**src/rtl/sw_job_scheduler_pkg.sv**
```systemverilog
// Shared constants and state encoding for the Smith-Waterman job scheduler.
// Core-facing widths (PE_N, VEF_BIT, MATCH_BIT) must match the core build.
// No logic; typedefs and localparams only.
package sw_job_scheduler_pkg;

   localparam int PE_N      = 64;   // PE array size, bases per S chunk
   localparam int PE_N_LOG  = 6;    // log2(PE_N)
   localparam int VEF_BIT   = 16;   // score width
   localparam int MATCH_BIT = 4;    // match/mismatch width
   localparam int TLEN_BIT  = 12;   // T word-count width
   localparam int TO_CYC    = 8;    // busy-rise watchdog window, cycles
   localparam int TW_BIT    = 18;   // one T word as consumed by the core

   typedef enum logic [2:0] {
      IDLE,
      PARAM,
      SETT,
      TSTREAM,
      TWAIT,
      START,
      CALC,
      RESULT
   } sched_state_t;

endpackage

```
**src/rtl/sw_s_feeder.sv**
```systemverilog
// Serves core S-chunk requests from the host S stream onto registered o_s/o_s_valid.
// Latency: o_s/o_s_valid valid 1 cycle after the request is sampled.
// Backpressure: pops only when request and chunk coincide; an unserved request shows o_s_valid=0.
module sw_s_feeder
   import sw_job_scheduler_pkg::*;
(
   input  logic                clk,
   input  logic                rst_n,
   input  logic                en,
   input  logic                i_request_s,
   input  logic                i_sc_valid,
   input  logic [2*PE_N-1:0]   i_sc,
   input  logic [PE_N_LOG:0]   i_sc_cnt,
   output logic                o_sc_ready,
   output logic [2*PE_N-1:0]   o_s,
   output logic [PE_N_LOG:0]   o_s_valid
);

   // A chunk is taken only when the core asks for one and the host has one.
   assign o_sc_ready = en & i_request_s & i_sc_valid;

   // Register the popped chunk; the base count is a one-cycle qualifier, data holds.
   always_ff @(posedge clk) begin
      if (!rst_n) begin
         o_s       <= '0;
         o_s_valid <= '0;
      end else if (o_sc_ready) begin
         o_s       <= i_sc;
         o_s_valid <= i_sc_cnt;
      end else begin
         o_s_valid <= '0;
      end
   end

endmodule

```
**src/rtl/sw_job_scheduler.sv**
```systemverilog
// Job sequencer in front of the SW core: params, T stream, start, result capture, S service.
// Latency: accept->o_set_t 1 cycle (2 with params); core_valid->o_res_valid 1 cycle.
// Backpressure: jobs held off while core busy or a result is unclaimed; T/S popped only when wanted.
module sw_job_scheduler
   import sw_job_scheduler_pkg::*;
(
   input  logic                 clk,
   input  logic                 rst_n,
   input  logic                 i_job_valid,
   output logic                 o_job_ready,
   input  logic [TLEN_BIT-1:0]  i_job_tlen,
   input  logic                 i_job_param,
   input  logic [MATCH_BIT-1:0] i_match,
   input  logic [MATCH_BIT-1:0] i_mismatch,
   input  logic [7:0]           i_alpha,
   input  logic [7:0]           i_beta,
   input  logic                 i_tw_valid,
   output logic                 o_tw_ready,
   input  logic [TW_BIT-1:0]    i_tw,
   input  logic                 i_sc_valid,
   output logic                 o_sc_ready,
   input  logic [2*PE_N-1:0]    i_sc,
   input  logic [PE_N_LOG:0]    i_sc_cnt,
   output logic                 o_set_t,
   output logic                 o_start_cal,
   output logic [TW_BIT-1:0]    o_t,
   output logic [MATCH_BIT-1:0] o_match,
   output logic [MATCH_BIT-1:0] o_mismatch,
   output logic [7:0]           o_alpha,
   output logic [7:0]           o_beta,
   output logic                 o_param_valid,
   input  logic                 i_request_s,
   output logic [2*PE_N-1:0]    o_s,
   output logic [PE_N_LOG:0]    o_s_valid,
   input  logic                 i_core_busy,
   input  logic [VEF_BIT-1:0]   i_core_result,
   input  logic                 i_core_valid,
   output logic [VEF_BIT-1:0]   o_res,
   output logic                 o_res_valid,
   input  logic                 i_res_ready,
   output logic                 o_err
);

   localparam int                WD_W    = $clog2(TO_CYC + 1);
   localparam logic [WD_W-1:0]   WD_LAST = WD_W'(TO_CYC - 1);

   sched_state_t          state, state_nxt;
   logic                  live;       // low through reset and its first cycle out
   logic [TLEN_BIT-1:0]   tlen_q;
   logic [TLEN_BIT-1:0]   cnt;
   logic                  rose;       // busy seen high since the last strobe
   logic [WD_W-1:0]       wd;         // cycles elapsed since the last strobe, saturating
   logic                  job_acc;
   logic                  tw_acc;
   logic                  capture;
   logic                  wd_fire;

   // Next-state and strobe decode; all strobes are Moore outputs of the state register.
   always_comb begin
      state_nxt     = state;
      o_job_ready   = 1'b0;
      o_param_valid = 1'b0;
      o_set_t       = 1'b0;
      o_tw_ready    = 1'b0;
      o_start_cal   = 1'b0;
      job_acc       = 1'b0;
      tw_acc        = 1'b0;
      capture       = 1'b0;
      wd_fire       = (state == TWAIT || state == CALC) && !rose && !i_core_busy && (wd == WD_LAST);
      case (state)
         IDLE: begin
            o_job_ready = live && !i_core_busy && !o_res_valid;
            if (i_job_valid && o_job_ready) begin
               job_acc = 1'b1;
               if (i_job_param)              state_nxt = PARAM;
               else if (i_job_tlen != '0)    state_nxt = SETT;
               else                          state_nxt = START;
            end
         end
         PARAM: begin
            o_param_valid = 1'b1;
            state_nxt     = (tlen_q != '0) ? SETT : START;
         end
         SETT: begin
            o_set_t   = 1'b1;
            state_nxt = TSTREAM;
         end
         TSTREAM: begin
            o_tw_ready = (cnt != '0);
            if (cnt == '0) begin
               state_nxt = TWAIT;
            end else if (i_tw_valid) begin
               tw_acc = 1'b1;
               if (cnt == TLEN_BIT'(1)) state_nxt = TWAIT;
            end
         end
         TWAIT: begin
            if (wd_fire)                    state_nxt = IDLE;
            else if (rose && !i_core_busy)  state_nxt = START;
         end
         START: begin
            o_start_cal = 1'b1;
            state_nxt   = CALC;
         end
         CALC: begin
            if (wd_fire) begin
               state_nxt = IDLE;
            end else if (i_core_valid && (rose || i_core_busy)) begin
               capture   = 1'b1;
               state_nxt = RESULT;
            end
         end
         RESULT: begin
            if (i_res_ready) state_nxt = IDLE;
         end
         default: state_nxt = IDLE;
      endcase
   end

   // State register.
   always_ff @(posedge clk) begin
      if (!rst_n) state <= IDLE;
      else        state <= state_nxt;
   end

   // Latch the job descriptor; parameters only change when the job carries new ones.
   always_ff @(posedge clk) begin
      if (!rst_n) begin
         live       <= 1'b0;
         tlen_q     <= '0;
         o_match    <= '0;
         o_mismatch <= '0;
         o_alpha    <= '0;
         o_beta     <= '0;
      end else begin
         live <= 1'b1;
         if (job_acc) begin
            tlen_q <= i_job_tlen;
            if (i_job_param) begin
               o_match    <= i_match;
               o_mismatch <= i_mismatch;
               o_alpha    <= i_alpha;
               o_beta     <= i_beta;
            end
         end
      end
   end

   // T word counter and the registered T word toward the core; o_t holds across stalls.
   always_ff @(posedge clk) begin
      if (!rst_n) begin
         cnt <= '0;
         o_t <= '0;
      end else if (state == SETT) begin
         cnt <= tlen_q;
      end else if (tw_acc) begin
         cnt <= cnt - 1'b1;
         o_t <= i_tw;
      end
   end

   // Busy-rise tracking; the window restarts on each strobe so a rise during T streaming counts.
   always_ff @(posedge clk) begin
      if (!rst_n) begin
         rose <= 1'b0;
         wd   <= '0;
      end else if (state == SETT || state == START) begin
         rose <= 1'b0;
         wd   <= '0;
      end else begin
         if (i_core_busy)   rose <= 1'b1;
         if (wd != WD_LAST) wd   <= wd + 1'b1;
      end
   end

   // Result register with valid/ready hold, and the sticky watchdog error.
   always_ff @(posedge clk) begin
      if (!rst_n) begin
         o_res       <= '0;
         o_res_valid <= 1'b0;
         o_err       <= 1'b0;
      end else begin
         if (wd_fire) o_err <= 1'b1;
         if (capture) begin
            o_res       <= i_core_result;
            o_res_valid <= 1'b1;
         end else if (state == RESULT && i_res_ready) begin
            o_res       <= '0;
            o_res_valid <= 1'b0;
         end
      end
   end

   sw_s_feeder u_s_feeder (
      .clk         (clk),
      .rst_n       (rst_n),
      .en          (live),
      .i_request_s (i_request_s),
      .i_sc_valid  (i_sc_valid),
      .i_sc        (i_sc),
      .i_sc_cnt    (i_sc_cnt),
      .o_sc_ready  (o_sc_ready),
      .o_s         (o_s),
      .o_s_valid   (o_s_valid)
   );

endmodule

```
**config.mk**
```make
export PLATFORM = sky130hd
export DESIGN_NAME = sw_job_scheduler
export DESIGN_NICKNAME = d
export VERILOG_FILES = /design/src/rtl/sw_job_scheduler_pkg.sv /design/src/rtl/sw_s_feeder.sv /design/src/rtl/sw_job_scheduler.sv
export SDC_FILE = /design/constraint.sdc
export NUM_CORES = 1
export LEC_CHECK = 0
export ABC_AREA = 1
export CORE_AREA = 2 2 163 165
export DETAILED_ROUTE_END_ITERATION = 10
export DIE_AREA = 0 0 165 167
export MAX_ROUTING_LAYER = met4
export PLACE_DENSITY = 0.78
export SYNTH_ARGS = -nofsm -noshare
export SYNTH_HDL_FRONTEND = slang
export SYNTH_HIERARCHICAL = 1
export SYNTH_SLANG_ARGS = --single-unit
```
**constraint.sdc**
```tcl
create_clock -name clk -period 2 [get_ports clk]
set_input_delay 0.2 -clock clk [delete_from_list [all_inputs] [get_ports clk]]
set_output_delay 0.2 -clock clk [all_outputs]
set_load 0.005 [all_outputs]
```
==> impl_metrics.py <==
metrics = {
    "detailed_routing": {
        "routed_wl_um": 29900,
        "drt-initial-drc-count": 629,
        "maxUsedRoutingLayer": "met4",
        "wl_met1_um": 11900,
        "wl_met3_um": 2310,
        "dr_wl_met2_um": 14400,
        "average_wire_length_per_cell_after_detail_routing_um": 13.8,
        "via_count": 9862,
        "viasPerCell": 4.54,
        "tritonroute_pass_1_iters": 5,
        "antenna_violating_nets_post_route": 0,
        "drc": 0,
    },
    "clocking": {
        "cts_max_level": 1,
        "cts_made_buffers": 25,
        "clock_tree_from_tritoncts": "yes",
        "ctsRootBufferMaster": "sky130_fd_sc_hd__clkbuf_16",
        "cts_hold_repair.buffers": 0,
        "clk-insertion-delay-late_ns": 0.52,
        "clock_tree.buffer_depth": 3,
        "cts.sinks": 228,
        "path_clk_slew_ns": 0.07,
    },
    "place": {
        "place.gp.congestion": 0.909,
        "dpl.hpwl_um": 21900,
        "portBuffers": 415,
        "dp.cells": 2119,
        "place_worst_setup_slack_ns": 0.129,
        "placed_area_mm2": 0.0139,
    },
    "floorplan": {
        "floorplan.io_pins": 416,
        "rows": 59,
        "die-area_mm2": 0.0276,
        "core_region_area_mm2": 0.0258,
        "initial_cell_density_of_the_core": 0.368,
        "die_y_um": 167,
        "floorplan.die.width_um": 165,
    },
    "yosys": {
        "synthAdderAreaFrac": 0.00528,
        "synthArstFlopShare": 0,
        "ys.warnings.count": 6,
        "synth_top_family_by_area": "simple AND/OR/NAND/NOR gates",
        "syn-instance-count": 1415,
        "postSynthAreaPerCell_um2": 6.70,
        "cell_area_after_synthesis_mm2": 0.00948,
        "ys.flop_type": "sky130_fd_sc_hd__dfxtp_1",
        "synth_compound_area_frac": 0.0545,
        "synth_fp_nets": 1634,
        "post_synth_edffs": 0,
        "yosys_register_bits": 228,
        "synth_cell_types": 29,
        "yosysSeqAreaShare": 0.481,
        "yosys.area_share.xor_xnor": 0.00462,
        "muxShareOfSynthArea": 0,
        "synth_simple_gate_area_frac": 0.347,
    },
    "grt": {
        "first_global_vias": 9506,
        "overflow_left_after_global_routing": 0,
        "number_of_antenna_violations_at_the_first_check_in_global_routing": 2,
        "grt_max_degree": 75,
        "grt_pass1_wl_um": 46300,
        "groute.usage.overall": 0.213,
    },
    "sta": {
        "finalHoldViolations": 0,
        "clock_period_minus_worst_slack_ns": 1.93,
        "slew_headroom": 0.647,
        "final_min_period_over_clock_period": 0.965,
        "worst_clock_skew_ns": 0.0110,
        "worst-slew-pin-transition_ns": 0.529,
        "max_freq_ghz": 0.518,
        "final.setup.worst_slack_ns": 0.0709,
        "number_of_setup_violations_in_the_final_report": 0,
        "rsz0062_at_grt": "no",
        "tns_ns": 0,
        "slew_viol_final": 0,
    },
    "setup_path": {
        "critical_path.max_fanout": 5,
        "critical_path.endpoint_type": "output pin",
        "slowest_delay_ns": 0.57,
        "worstPathArrival_ns": 1.73,
        "timing.critical_path.cells": "inv_2, nor3_4, clkdlybuf4s50_1",
        "timing_worst_setup_path_type": "register to output pin",
        "critical-path-slowest-cell": "sky130_fd_sc_hd__clkdlybuf4s50_1",
        "cp_data_required_time_ns": 1.80,
        "critical_path.startpoint_type": "register",
    },
    "cells_and_area": {
        "drive_above_1_share": 0.0567,
        "mostFrequentLayoutCells": "sky130_fd_sc_hd__clkdlybuf4s50_1, sky130_fd_sc_hd__nand2_1, sky130_fd_sc_hd__nor2_1",
        "layoutNonFillerInstCount": 2171,
        "layout_commonest_cell": "sky130_fd_sc_hd__clkdlybuf4s50_1",
        "final_core_occ": 0.578,
        "area_growth_pct": 57.0,
        "finish.instance_area_mm2": 0.0149,
        "final_net_count": 2034,
        "fillers": 2320,
    },
    "power_and_ir_drop": {
        "power.static_leakage_nw": 6.73,
        "power.density_cell_area_mw_per_mm2": 868,
        "peakVddDrop_mv": 0.579,
    },
    "worst_hold_path": {
        "hold_path.class": "primary input to register",
    },
    "status": {
        "outcome": "complete, no violations",
    },
    "run": {
        "cap_viol_max_count": 0,
    },
}
==> registers in the layout, indices dropped and copies added (netlist names) <==
signal and flops:
state 3, o_err 1, o_t 18, u_s_feeder/o_s_valid 7
tlen_q 12, u_s_feeder/o_s 128, rose 1, o_alpha 8
cnt 12, o_mismatch 4, o_res 16, live 1
o_beta 8, o_res_valid 1, wd 4, o_match 4
==> cell usage after synthesis (3+ instances only) <==
cell / instances / share of area
sky130_fd_sc_hd__nand2_1: 381 / 0.15
sky130_fd_sc_hd__nor2_1: 364 / 0.14
sky130_fd_sc_hd__dfxtp_1: 228 / 0.48
sky130_fd_sc_hd__inv_1: 172 / 0.068
sky130_fd_sc_hd__a21oi_1: 62 / 0.033
sky130_fd_sc_hd__buf_2: 44 / 0.023
sky130_fd_sc_hd__nand3_1: 40 / 0.021
sky130_fd_sc_hd__o21ai_0: 35 / 0.018
sky130_fd_sc_hd__nand4_1: 20 / 0.013
sky130_fd_sc_hd__clkbuf_1: 19 / 0.0075
sky130_fd_sc_hd__buf_4: 6 / 0.0048
sky130_fd_sc_hd__inv_2: 6 / 0.0024
sky130_fd_sc_hd__nor3_1: 6 / 0.0032
sky130_fd_sc_hd__ha_1: 4 / 0.0053
sky130_fd_sc_hd__nand2_2: 4 / 0.0026
sky130_fd_sc_hd__nand3_2: 3 / 0.0032
sky130_fd_sc_hd__or2_2: 3 / 0.0020
sky130_fd_sc_hd__xnor2_1: 3 / 0.0028
==> what timing repair did <==
action / 4_1_cts / 5_1_grt
setup endpoints to repair: 6 / 3
setup buffers: 3 / 1
pin swaps: 1 / 4
gates resized for setup: 5 / 13
==> per-layer routing <==
metal | up-vias | global-route usage
li1 | 5040 | -
met1 | 4375 | 0.236
met2 | 364 | 0.360
met3 | 83 | 0.0496
met4 | 0 | 0.0983
met5 | - | -
==> logic make-up after synthesis <==
family / after synthesis
AOI/OAI and AO/OA: 102
xor gates and xnor gates: 5
adders and majority gates: 4
buffers and inverters: 249
DFF: 228
and+or+nand+nor: 827
==> layout make-up <==
type | count | area (µm²) | share of cell area
diodes | 2 | 5.00 | 0.000336
clock buffers | 39 | 778 | 0.0523
clock inverters | 7 | 93.8 | 0.00631
inverters | 179 | 674 | 0.0453
multi-input cells | 938 | 3920 | 0.264
flip-flops and latches | 228 | 4580 | 0.307
well taps | 335 | 419 | 0.0282
repair buffers | 443 | 4410 | 0.296
==> per-stage QoR <==
| stage | hold slack (ns) | total power, mW |
|---|---|---|
| after global routing | 0.152 | 13.7 |
| after CTS | 0.131 | 13.0 |
| after floorplan | 0.228 | 6.81 |
| final | 0.149 | 12.9 |
| after detailed placement | 0.443 | 8.07 |
| after global placement | 0.439 | 8.00 |
==> worst max-delay path: cells and delay by family (launching register included) <==
family,cells,cell delay (ns)
flops,1,0.38
buf+inv,2,0.66
simple gates,1,0.17
==> report_power, final <==
group          internal [mW]  total (mW)  leakage (nW)  switching [mW]
Combinational           1.47        2.99          4.45            1.52
Sequential              4.87        5.12          1.86           0.250
Clock                   2.93        4.81         0.426            1.88
Total                   9.27        12.9          6.73            3.65
==> final timing paths <==
check | start | to | slack [ns] | depth (start not counted)
setup / recovery | state[0] | o_param_valid | 0.07 | 3
setup reg to reg | state[1] | cnt[11] | 0.26 | 9
hold reg to reg | o_err | o_err | 0.45 | 2
hold / removal | rst_n | cnt[9] | 0.15 | 3
(Power assumes the default switching activity.)
